### config.mk
export PLATFORM = sky130hd
export DESIGN_NAME = parity_rx
export DESIGN_NICKNAME = d
export VERILOG_FILES = /design/src/rtl/parity_rx.sv
export SDC_FILE = /design/constraint.sdc
export NUM_CORES = 1
export LEC_CHECK = 0
export CAP_MARGIN = 5
export CORE_UTILIZATION = 55
export CTS_BUF_LIST = sky130_fd_sc_hd__clkbuf_2
export DETAILED_ROUTE_END_ITERATION = 6
export PLACE_DENSITY = 0.78
export SYNTH_ARGS = -nofsm -noshare
export SYNTH_HDL_FRONTEND = slang
export SYNTH_SLANG_ARGS = --single-unit
### constraint.sdc
create_clock -name clk -period 1.75 [get_ports clk]
set_input_delay 0.35 -clock clk [delete_from_list [all_inputs] [get_ports clk]]
set_output_delay 0.35 -clock clk [all_outputs]
set_load 0.02 [all_outputs]
### src/rtl/parity_rx.sv
// Serial frame receiver: start bit, DATA_W data bits LSB first, parity bit, stop bit.
// Reports each completed frame with parity/framing flags and keeps a saturating error count.
module parity_rx #(
    parameter int DATA_W = 8,
    parameter int ODD    = 0
) (
    input  logic              clk,
    input  logic              rst_n,
    input  logic              bit_valid,
    input  logic              rx_bit,
    input  logic              err_clr,
    output logic [DATA_W-1:0] data_out,
    output logic              data_valid,
    output logic              parity_err,
    output logic              frame_err,
    output logic [7:0]        err_count,
    output logic              busy
);

    localparam int            IW       = (DATA_W > 1) ? $clog2(DATA_W) : 1;
    localparam logic [IW-1:0] IDX_LAST = IW'(DATA_W - 1);
    localparam logic          P_ODD    = (ODD != 0);

    typedef enum logic [1:0] {IDLE, DATA, PARITY, STOP} state_t;

    state_t            r_state;
    logic [IW-1:0]     r_idx;
    logic [DATA_W-1:0] r_shift;
    logic              r_acc;
    logic              r_perr_pend;
    logic [DATA_W-1:0] r_data;
    logic              r_dv;
    logic              r_perr;
    logic              r_ferr;
    logic [7:0]        r_err_cnt;
    logic              w_frame_bad;

    // A frame counts as bad on the stop bit if the parity check failed or the stop bit is 0.
    assign w_frame_bad = r_perr_pend | ~rx_bit;

    always_ff @(posedge clk or negedge rst_n) begin
        if (!rst_n) begin
            r_state     <= IDLE;
            r_idx       <= '0;
            r_shift     <= '0;
            r_acc       <= 1'b0;
            r_perr_pend <= 1'b0;
            r_data      <= '0;
            r_dv        <= 1'b0;
            r_perr      <= 1'b0;
            r_ferr      <= 1'b0;
            r_err_cnt   <= '0;
        end else begin
            r_dv <= 1'b0;
            if (bit_valid) begin
                case (r_state)
                    IDLE: begin
                        if (!rx_bit) begin
                            r_state <= DATA;
                            r_idx   <= '0;
                            r_acc   <= 1'b0;
                        end
                    end
                    DATA: begin
                        r_shift[r_idx] <= rx_bit;
                        r_acc          <= r_acc ^ rx_bit;
                        if (r_idx == IDX_LAST) r_state <= PARITY;
                        else                   r_idx   <= r_idx + IW'(1);
                    end
                    PARITY: begin
                        r_perr_pend <= r_acc ^ rx_bit ^ P_ODD;
                        r_state     <= STOP;
                    end
                    STOP: begin
                        // A 0 stop bit is a framing error, never a fresh start bit.
                        r_state <= IDLE;
                        r_data  <= r_shift;
                        r_perr  <= r_perr_pend;
                        r_ferr  <= ~rx_bit;
                        r_dv    <= 1'b1;
                        if (w_frame_bad && r_err_cnt != 8'hFF)
                            r_err_cnt <= r_err_cnt + 8'd1;
                    end
                    default: r_state <= IDLE;
                endcase
            end
            if (err_clr) r_err_cnt <= '0;
        end
    end

    assign data_out   = r_data;
    assign data_valid = r_dv;
    assign parity_err = r_perr;
    assign frame_err  = r_ferr;
    assign err_count  = r_err_cnt;
    assign busy       = (r_state != IDLE);

endmodule

==> impl_metrics.json, run 1 <==
{
  "status": "complete, no violations",
  "use_met1": 0.248,
  "global_route.usage.met2": 0.371,
  "antenna_found_initial": 0,
  "crit_path_max_fanout": 6,
  "drv_slew": 0,
  "synth_top_area_cell": "dfrtp_1",
  "numClockSinks": 34,
  "synthFlopType": "dfrtp_1",
  "crit_required_ps": 2020,
  "vias": 1172,
  "fp.dieW_um": 56.3,
  "routed_wl_mm": 3.00,
  "grt_pass1_vias": 1173,
  "synth.distinct_cells": 31,
  "synth.most_common_cell": "dfrtp_1",
  "worst_path_max_delay_cell": "dfrtp_1",
  "top_usage_layer": "met2",
  "cp-end-kind": "flip-flop",
  "ios": 25,
  "fin_area_um2": 2060,
  "cts_tree": "built",
  "cp_common_cell": "ha_1",
  "synth-seq-cells": 34,
  "clk_pin_slew_ps": 200,
  "p_comb_frac": 0.411,
  "grt_pass1_wl_mm": 5.09,
  "ys_top_cells_by_count": "dfrtp_1 (34), mux2_2 (18), nand2_1 (10)",
  "fillerInstances": 214,
  "drive_gt1_frac": 0.247,
  "synth_warnings": 0,
  "area_growth_pct": 27.2,
  "multi_input_area_um2": 717,
  "synthesis.area_um2": 1620,
  "critPathKind": "reg2reg",
  "syn_area_per_cell_um2": 11.4,
  "dp_hpwl_mm": 2.18,
  "clkPwrFrac": 0.175,
  "worst_slew_margin_rel": 0.711,
  "die_h_um": 56.3,
  "numCtsBuffers": 5,
  "nets": 193,
  "track_usage": 0.211,
  "place_inst": 204,
  "startpoint_type": "flip-flop",
  "p_sw_mw": 1.05,
  "core_area_um2": 2780,
  "maxCapViolCount": 0,
  "rsz0062_at_grt": "false",
  "finalCritPeriodShare": 0.949,
  "yosysTopAreaCellShare": 0.525,
  "post-place-ws_ps": -144,
  "grt_max_degree": 35,
  "hp-class": "in2async",
  "synth_edf_count": 0,
  "drc_errors": 0,
  "grt_use_met3": 0.0714,
  "wl_per_cell_um": 14.1,
  "viasPerCell": 5.50,
  "cts.htree.levels": 2,
  "postRouteAntennaNets": 0,
  "hold_viol": 0,
  "irDropWorstVdd_mv": 1.13,
  "swShare": 0.354,
  "fin_worst_skew_ps": 18.3,
  "holdWs_ps": 335,
  "critPathArrivalTime_ps": 1930,
  "max_stage_delay_ps": 480,
  "seq_area_frac_synth": 0.525,
  "clk_latency_ps": 370,
  "regArea_um2": 851,
  "ys_top_cells_by_area": "dfrtp_1 (53%), mux2_2 (13%), ha_1 (5.4%)",
  "fin_ws_ps": 90.0,
  "fin_crit_ps": 1660,
  "dr.pass1.iters": 4,
  "worstMarginPinSlew_ps": 434,
  "antenna_cells": 0,
  "leakage_nw": 1.10,
  "post_dp_cell_area_um2": 1960,
  "crit_path_cell_trace": "ha_1 -> ha_1 -> o21ai_1 -> mux2_2",
  "die_area_um2": 3170,
  "stdcell_count": 213,
  "p_int_mw": 1.92,
  "p_per_area_nw_per_um2": 1440,
  "port_buffers": 24,
  "clock.fmax_mhz": 602,
  "synthCells": 142,
  "async_reset_ff_frac": 1.00,
  "seqPwrFrac": 0.414,
  "drtIter0Drc": 15,
  "grt-ovfl-total": 0,
  "syn_nets": 154,
  "cts_buffer_depth": 2,
  "setup_viol": 0,
  "start_util": 0.583,
  "gp_congestion": 0.712,
  "rows": 19,
  "cts_root_buffer": "clkbuf_2"
}
kinds of logic (layout without fill, tap and decap cells):
group                      count (synthesis)  after routing  share of synthesized area
muxes                                     20             20                      0.137
buffers and inverters                     12             52                     0.0363
AOI/OAI and AO/OA                         26             26                      0.103
and+or+nand+nor                           40             40                      0.128
xor gates and xnor gates                   3              3                     0.0162
adders and majority gates                  7              7                     0.0541
DFF                                       34             34                      0.525
final cells by class:
type | instances | share of cell area
Tap cell | 31 | 0.0188
Inverter | 7 | 0.0152
Clock inverter | 3 | 0.0219
Sequential cell | 34 | 0.413
Multi-Input combinational cell | 96 | 0.348
Timing Repair Buffer | 37 | 0.171
Clock buffer | 5 | 0.0121
what timing repair did:
action                                  CTS  global route
hold buffers                              0             0
buffers inserted                          0             1
gates resized for setup                  12            14
endpoints found under the setup margin    9            17
per-stage QoR:
stage	setup TNS [ps]	power [mW]	util
2_1_floorplan	0	2.00	-
3_3_place_gp	-714	2.43	0.705
3_5_place_dp	-1250	2.50	0.705
4_1_cts	0	3.00	0.725
5_1_grt	0	3.18	0.741
6_report	0	2.98	0.741
power by group through the flow:
stage	registers (mW)	logic [mW]	clock network, mW
global placement	1.24	1.19	0
detailed placement	1.26	1.24	0
CTS	1.24	1.22	0.533
global route	1.27	1.33	0.569
finish	1.23	1.22	0.521
floorplan	1.37	0.627	0
flip-flops by register name (all words and copies together), names as in the netlist:
signal and cells:
data_out 8, err_count 8, r_state 2, parity_err 1
r_shift 8, data_valid 1, r_perr_pend 1, r_acc 1
r_idx 3, frame_err 1
worst paths after layout:
kind	startpoint	to	slack, ps	cells after the start
max reg2reg	r_idx[0]$_DFFE_PN0P_	r_state[1]$_DFFE_PN0P_	90	4
min	rst_n	r_idx[2]$_DFFE_PN0P_	340	2
max in group asynchronous	rst_n	err_count[0]$_DFFE_PN0P_	1080	2
max	r_idx[0]$_DFFE_PN0P_	r_state[1]$_DFFE_PN0P_	90	4
min reg2reg	data_out[0]$_DFFE_PN0P_	data_out[0]$_DFFE_PN0P_	520	1
min in group clk	data_out[0]$_DFFE_PN0P_	data_out[0]$_DFFE_PN0P_	520	1
worst max-delay path, delay by kind of cell, from the launching register on:
family                   cells  cell delay [ps]
flip-flops                   1              480
AO/OA/AOI/OAI                1              250
multiplexers                 1              360
adder cells (fa/ha/maj)      2              470
layout by cell type, fill, tap and decap left out:
| cell type | count |
|---|---|
| dfrtp_1 | 34 |
| mux2_2 | 18 |
| buf_4 | 14 |
| dlymetal6s2s_1 | 11 |
| nand2_1 | 10 |
| nor2_1 | 9 |
| o21ai_0 | 9 |
| a21oi_1 | 8 |
| dlygate4sd2_1 | 8 |
| inv_1 | 6 |
| ha_1 | 6 |
| clkbuf_2 | 5 |
| nand3_1 | 4 |
| nand2b_1 | 4 |
| clkdlybuf4s50_1 | 4 |
| a22o_1 | 3 |
| nor3_1 | 3 |
| or3_1 | 3 |
| nand4_1 | 2 |
| o31ai_1 | 2 |
| or4_1 | 2 |
| xor2_1 | 2 |
| mux2i_1 | 2 |
| clkinvlp_4 | 2 |
| nand2_4 | 1 |
| clkinv_4 | 1 |
| o211ai_4 | 1 |
| a21boi_2 | 1 |
| nand3b_1 | 1 |
| o21ai_1 | 1 |
| nand4bb_1 | 1 |
| xnor2_1 | 1 |
| a31oi_1 | 1 |
| ha_2 | 1 |
| bufinv_16 | 1 |
metal layers:
| metal | vias up | routed length [µm] |
|---|---|---|
| met4 | 0 | 32 |
| met3 | 5 | 111 |
| met5 | - | 0 |
| met1 | 569 | 1300 |
| met2 | 21 | 1560 |
| li1 | 577 | - |
(Power assumes the default switching activity.)
==> run 2, diff against run 1 <==
--- a/config.mk
+++ b/config.mk
@@ -5,8 +5,11 @@
 export SDC_FILE = /design/constraint.sdc
 export NUM_CORES = 1
 export LEC_CHECK = 0
+export ABC_AREA = 1
 export CAP_MARGIN = 5
-export CORE_UTILIZATION = 55
+export CELL_PAD_IN_SITES_DETAIL_PLACEMENT = 0
+export CELL_PAD_IN_SITES_GLOBAL_PLACEMENT = 1
+export CORE_UTILIZATION = 41
 export CTS_BUF_LIST = sky130_fd_sc_hd__clkbuf_2
 export DETAILED_ROUTE_END_ITERATION = 6
 export PLACE_DENSITY = 0.78
==> impl_metrics.json, run 2 <==
{
  "grt-ovfl-total": 0,
  "multi_input_area_um2": 701,
  "routed_wl_mm": 3.29,
  "fin_crit_ps": 1660,
  "cts_root_buffer": "clkbuf_2",
  "finalCritPeriodShare": 0.950,
  "p_int_mw": 1.44,
  "vias": 1343,
  "wl_per_cell_um": 12.0,
  "yosysTopAreaCellShare": 0.522,
  "hp-class": "in2async",
  "worst_path_max_delay_cell": "clkdlybuf4s50_1",
  "total_power_mw": 2.41,
  "grt_pass1_wl_mm": 5.91,
  "ys_top_cells_by_count": "nand2_1 (67), dfrtp_1 (34), inv_1 (15)",
  "viasPerCell": 4.88,
  "syn_area_per_cell_um2": 8.53,
  "rsz0062_at_grt": "false",
  "synthFlopType": "dfrtp_1",
  "drtIter0Drc": 72,
  "irDropWorstVdd_mv": 0.627,
  "core_area_um2": 3740,
  "p_per_area_nw_per_um2": 1200,
  "postRouteAntennaNets": 0,
  "nets": 238,
  "path_delay_family": "buffers and inverters",
  "worst_slew_margin_rel": 0.715,
  "fin_ws_ps": 86.7,
  "cts_buffer_depth": 2,
  "grt_pass1_vias": 1293,
  "cp_num_buf_inv": 1,
  "dp_hpwl_mm": 2.34,
  "fin_worst_skew_ps": 22.1,
  "async_reset_ff_frac": 1.00,
  "synth_top_area_cell": "dfrtp_1",
  "maxCapViolCount": 0,
  "synth_warnings": 0,
  "die_area_um2": 4230,
  "seqPwrFrac": 0.468,
  "max_stage_delay_ps": 590,
  "antenna_found_initial": 0,
  "hold_viol": 0,
  "port_buffers": 24,
  "reg2reg_to": "r_state[0]$_DFFE_PN0P_",
  "crit_required_ps": 1400,
  "layout_common_cells": "nand2_1 (67), dfrtp_1 (33), inv_1 (15)",
  "cts_tree": "built",
  "clock.fmax_mhz": 601,
  "grt_max_degree": 35,
  "swShare": 0.402,
  "rr_worst_depth": 7,
  "regArea_um2": 852,
  "crit_path_max_fanout": 1,
  "clk_pin_slew_ps": 180,
  "die_h_um": 65.0,
  "synth.distinct_cells": 25,
  "synth-seq-cells": 34,
  "leakage_nw": 1.16,
  "worstMarginPinSlew_ps": 427,
  "startpoint_type": "flip-flop",
  "rows": 22,
  "critPathKind": "reg2out",
  "cts.htree.levels": 2,
  "synth_edf_count": 0,
  "r2r_slack_ps": 260,
  "drive_gt1_frac": 0.115,
  "post-place-ws_ps": 62.5,
  "synth.most_common_cell": "nand2_1",
  "setup_viol": 0,
  "fp.dieW_um": 65.0,
  "tns_ps": 0,
  "antenna_cells": 0,
  "clkPwrFrac": 0.147,
  "cp-end-kind": "primary output",
  "drv_slew": 0,
  "ios": 25,
  "crit_path_cell_trace": "clkdlybuf4s50_1",
  "p_sw_uw": 969,
  "clk_latency_ps": 380,
  "dr.pass1.iters": 5,
  "synthCells": 191,
  "syn_nets": 203,
  "synthesis.area_um2": 1630,
  "track_usage": 0.184,
  "final_common_cell": "nand2_1",
  "gp_congestion": 0.859,
  "status": "complete, no violations",
  "critPathArrivalTime_ps": 1310,
  "drc_errors": 0,
  "holdBufCountCts": 0,
  "start_util": 0.435,
  "numClockSinks": 34,
  "fillerInstances": 360,
  "p_comb_frac": 0.385,
  "ys_top_cells_by_area": "dfrtp_1 (52%), nand2_1 (15%), ha_1 (5.4%)",
  "crit-reg2reg-launch": "r_state[0]$_DFFE_PN0P_",
  "area_growth_pct": 23.3,
  "seq_area_frac_synth": 0.522,
  "numCtsBuffers": 5
}
-- run 2: cell count changes after synthesis, sizes merged, moves of 3 or more --
cell / change
a22o: -3
a31oi: +8
nand2: +60
or3: -3
mux2: -18
nor2: +3
buf: -3
a21oi: +4
nand2b: -4
inv: +11
nand4: +3
-- run 2: kinds of logic (layout without fill, tap and decap cells) --
kind of cell | count (synthesis) | count (layout) | synth area share
buffers and inverters | 20 | 56 | 0.0476
adders and majority gates | 7 | 7 | 0.0538
xor gates and xnor gates | 2 | 2 | 0.0108
AOI/OAI and AO/OA | 32 | 32 | 0.113
DFF | 34 | 34 | 0.522
and+or+nand+nor | 96 | 96 | 0.253
-- run 2: what timing repair did --
action / in CTS / in global routing
resized for setup: 14 / 9
setup buffers: 0 / 0
setup endpoints to repair: 10 / 9
-- run 2: how the worst max path moves through the flow --
stage                                         from                  endpoint  slack, ps  cells after the start
after floorplan           err_count[0]$_DFFE_PN0P_  err_count[4]$_DFFE_PN0P_        380                      6
after global placement      r_state[0]$_DFFE_PN0P_                      busy        100                      4
after detailed placement    r_state[0]$_DFFE_PN0P_                      busy         60                      4
after CTS                    frame_err$_DFFE_PN0P_                 frame_err          2                      1
after global routing        r_state[0]$_DFFE_PN0P_                      busy          8                      4
final                         data_valid$_DFF_PN0_                data_valid         90                      1
-- run 2: final cells by class --
cell class                      instances  area share
Clock buffer                            6      0.0149
Clock inverter                          2     0.00436
Timing Repair Buffer                   29       0.141
Multi-Input combinational cell        137       0.349
Sequential cell                        34       0.424
Inverter                               19      0.0367
Tap cell                               48      0.0299
-- run 2: worst reg2reg max path, cell delays in order (launching register included) --
cell and delay, ps:
dfrtp_1 410, inv_1 90, ha_1 210, buf_4 140, a21boi_2 180, nand2_1 130
nor3_1 160, a21oi_1 60
-- run 2: metal layers --
layer  vias to the layer above  routed length [µm]  global-route usage
met3                         6                 193              0.0528
met2                        31                1400               0.271
met1                       611                1640               0.261
met4                         0                  51              0.0571
met5                         -                   0                   0
li1                        695                   -                   -
-- run 2: power by group through the flow --
stage               clock network [mW]  logic, mW  registers [mW]
detailed placement                   0      0.975            1.15
finish                           0.354      0.928            1.13
CTS                              0.374      0.955            1.13
floorplan                            0      0.517            1.22
global placement                     0      0.959            1.14
global route                     0.403       1.06            1.16
-- run 2: stage by stage --
stage / std cells / utilization / instance area [µm²] / hold slack, ps
2_1_floorplan: 191 / - / 1630 / 54.4
3_3_place_gp: 267 / 0.524 / 1960 / 460
3_5_place_dp: 267 / 0.524 / 1960 / 462
4_1_cts: 275 / 0.531 / 1990 / 355
5_1_grt: 275 / 0.537 / 2010 / 372
6_report: 275 / 0.537 / 2010 / 350
==> run 3, diff against run 2 <==
--- a/config.mk
+++ b/config.mk
@@ -12,7 +12,9 @@
 export CORE_UTILIZATION = 41
 export CTS_BUF_LIST = sky130_fd_sc_hd__clkbuf_2
 export DETAILED_ROUTE_END_ITERATION = 6
+export GPL_ROUTABILITY_DRIVEN = 0
 export PLACE_DENSITY = 0.78
 export SYNTH_ARGS = -nofsm -noshare
 export SYNTH_HDL_FRONTEND = slang
 export SYNTH_SLANG_ARGS = --single-unit
+export TNS_END_PERCENT = 50
==> constraint.sdc (replaced) <==
create_clock -name clk -period 1.75 [get_ports clk]
set_input_delay 0.2625 -clock clk [delete_from_list [all_inputs] [get_ports clk]]
set_output_delay 0.2625 -clock clk [all_outputs]
set_load 0.02 [all_outputs]
==> impl_metrics.json, run 3 (synthesis results as in run 2) <==
{
  "layout_common_cells": "nand2_1 (67), dfrtp_1 (33), clkdlybuf4s50_1 (16)",
  "vias": 1357,
  "rows": 22,
  "critPathKind": "reg2out",
  "drc_errors": 0,
  "nets": 236,
  "area_growth_pct": 22.5,
  "port_buffers": 24,
  "cts_tree": "built",
  "fp.dieW_um": 65.0,
  "crit_required_ps": 1490,
  "viasPerCell": 4.97,
  "antenna_found_initial": 0,
  "dr.pass1.iters": 4,
  "finalCritPeriodShare": 0.950,
  "startpoint_type": "flip-flop",
  "cp_num_buf_inv": 1,
  "cts_root_buffer": "clkbuf_2",
  "clk_pin_slew_ps": 170,
  "tns_ps": 0,
  "final_common_cell": "nand2_1",
  "holdWs_ps": 284,
  "post-place-ws_ps": 104,
  "fillerInstances": 359,
  "path_delay_family": "buffers and inverters",
  "holdBufCountCts": 0,
  "grt_max_degree": 35,
  "numClockSinks": 34,
  "grt_pass1_wl_mm": 5.66,
  "worst_slew_margin_rel": 0.713,
  "start_util": 0.435,
  "die_area_um2": 4230,
  "cts.htree.levels": 2,
  "routed_wl_mm": 3.20,
  "core_area_um2": 3740,
  "status": "complete, no violations",
  "worstMarginPinSlew_ps": 430,
  "leakage_nw": 1.06,
  "fin_worst_skew_ps": 14.6,
  "wl_per_cell_um": 11.7,
  "numCtsBuffers": 5,
  "antenna_cells": 0,
  "clock.fmax_mhz": 601,
  "fin_crit_ps": 1660,
  "drtIter0Drc": 85,
  "crit_path_max_fanout": 4,
  "multi_input_area_um2": 703,
  "irDropWorstVdd_mv": 0.577,
  "crit_path_cell_trace": "clkdlybuf4s50_1",
  "grt-ovfl-total": 0,
  "drive_gt1_frac": 0.111,
  "maxCapViolCount": 0,
  "rsz0062_at_grt": "false",
  "regArea_um2": 852,
  "clk_latency_ps": 360,
  "p_per_area_nw_per_um2": 1220,
  "setup_viol": 0,
  "grt_pass1_vias": 1223,
  "drv_slew": 0,
  "track_usage": 0.175,
  "die_h_um": 65.0,
  "worst_path_max_delay_cell": "clkdlybuf4s50_1",
  "fin_ws_ps": 86.6,
  "postRouteAntennaNets": 0,
  "dp_hpwl_mm": 2.33,
  "hp-class": "in2async",
  "critPathArrivalTime_ps": 1400,
  "cts_buffer_depth": 2,
  "cp-end-kind": "primary output",
  "ios": 25,
  "hold_viol": 0,
  "max_stage_delay_ps": 620
}
-- run 3: cell count changes in the layout (fill, tap and decap cells not counted), moves of 2 or more --
cell             before  now
clkdlybuf4s50_1       5   16
dlygate4sd2_1         9    2
dlymetal6s2s_1        9    5
buf_4                 5    3
-- run 3: worst paths after layout --
path                       slack [ps]  cells past startpoint                      from                        to
setup reg to reg                  260                      6    r_state[1]$_DFFE_PN0P_    r_shift[2]$_DFFE_PN0P_
hold reg to reg                   480                      2    r_shift[3]$_DFFE_PN0P_   data_out[3]$_DFFE_PN0P_
min in group clk                  480                      2    r_shift[3]$_DFFE_PN0P_   data_out[3]$_DFFE_PN0P_
max in group asynchronous        1140                      2                     rst_n  err_count[2]$_DFFE_PN0P_
hold / removal                    280                      2                     rst_n   data_out[4]$_DFFE_PN0P_
setup / recovery                   90                      1  err_count[1]$_DFFE_PN0P_              err_count[1]
-- run 3: layout make-up --
type,count,area share
clock buffer,6,0.0150
clock inverter,2,0.00439
multi-input combinational,137,0.352
inverter,19,0.0370
sequential,34,0.427
tap,48,0.0301
timing repair buffer,27,0.134
-- run 3: power breakdown --
| group | internal (mW) | leakage [nW] | switching [mW] |
|---|---|---|---|
| logic | 0.388 | 0.584 | 0.572 |
| registers | 0.984 | 0.447 | 0.144 |
| clock network | 0.0984 | 0.0304 | 0.251 |
| total | 1.47 | 1.06 | 0.967 |
-- run 3: metrics by stage --
step / power, mW / utilization / std cells / cell area, µm²
after floorplan: 1.74 / - / 191 / 1630
after global placement: 2.09 / 0.518 / 264 / 1940
after detailed placement: 2.11 / 0.518 / 264 / 1940
after CTS: 2.48 / 0.531 / 273 / 1990
after global routing: 2.65 / 0.533 / 273 / 2000
final: 2.44 / 0.533 / 273 / 2000
-- run 3: what timing repair did --
item,in CTS,in global routing
endpoints found under the hold margin,0,0
cloned,0,0
pin swaps,0,0
setup buffers,1,0
endpoints found under the setup margin,4,6
resized for setup,6,6
-- run 3: metal layers --
| metal | vias up | routed length (µm) | share of wire | track usage |
|---|---|---|---|---|
| met5 | - | 0 | 0 | 0 |
| met4 | 0 | 40 | 0.012 | 0.0489 |
| met3 | 6 | 158 | 0.049 | 0.0493 |
| met2 | 38 | 1450 | 0.45 | 0.267 |
| met1 | 624 | 1560 | 0.49 | 0.243 |
| li1 | 689 | - | - | - |
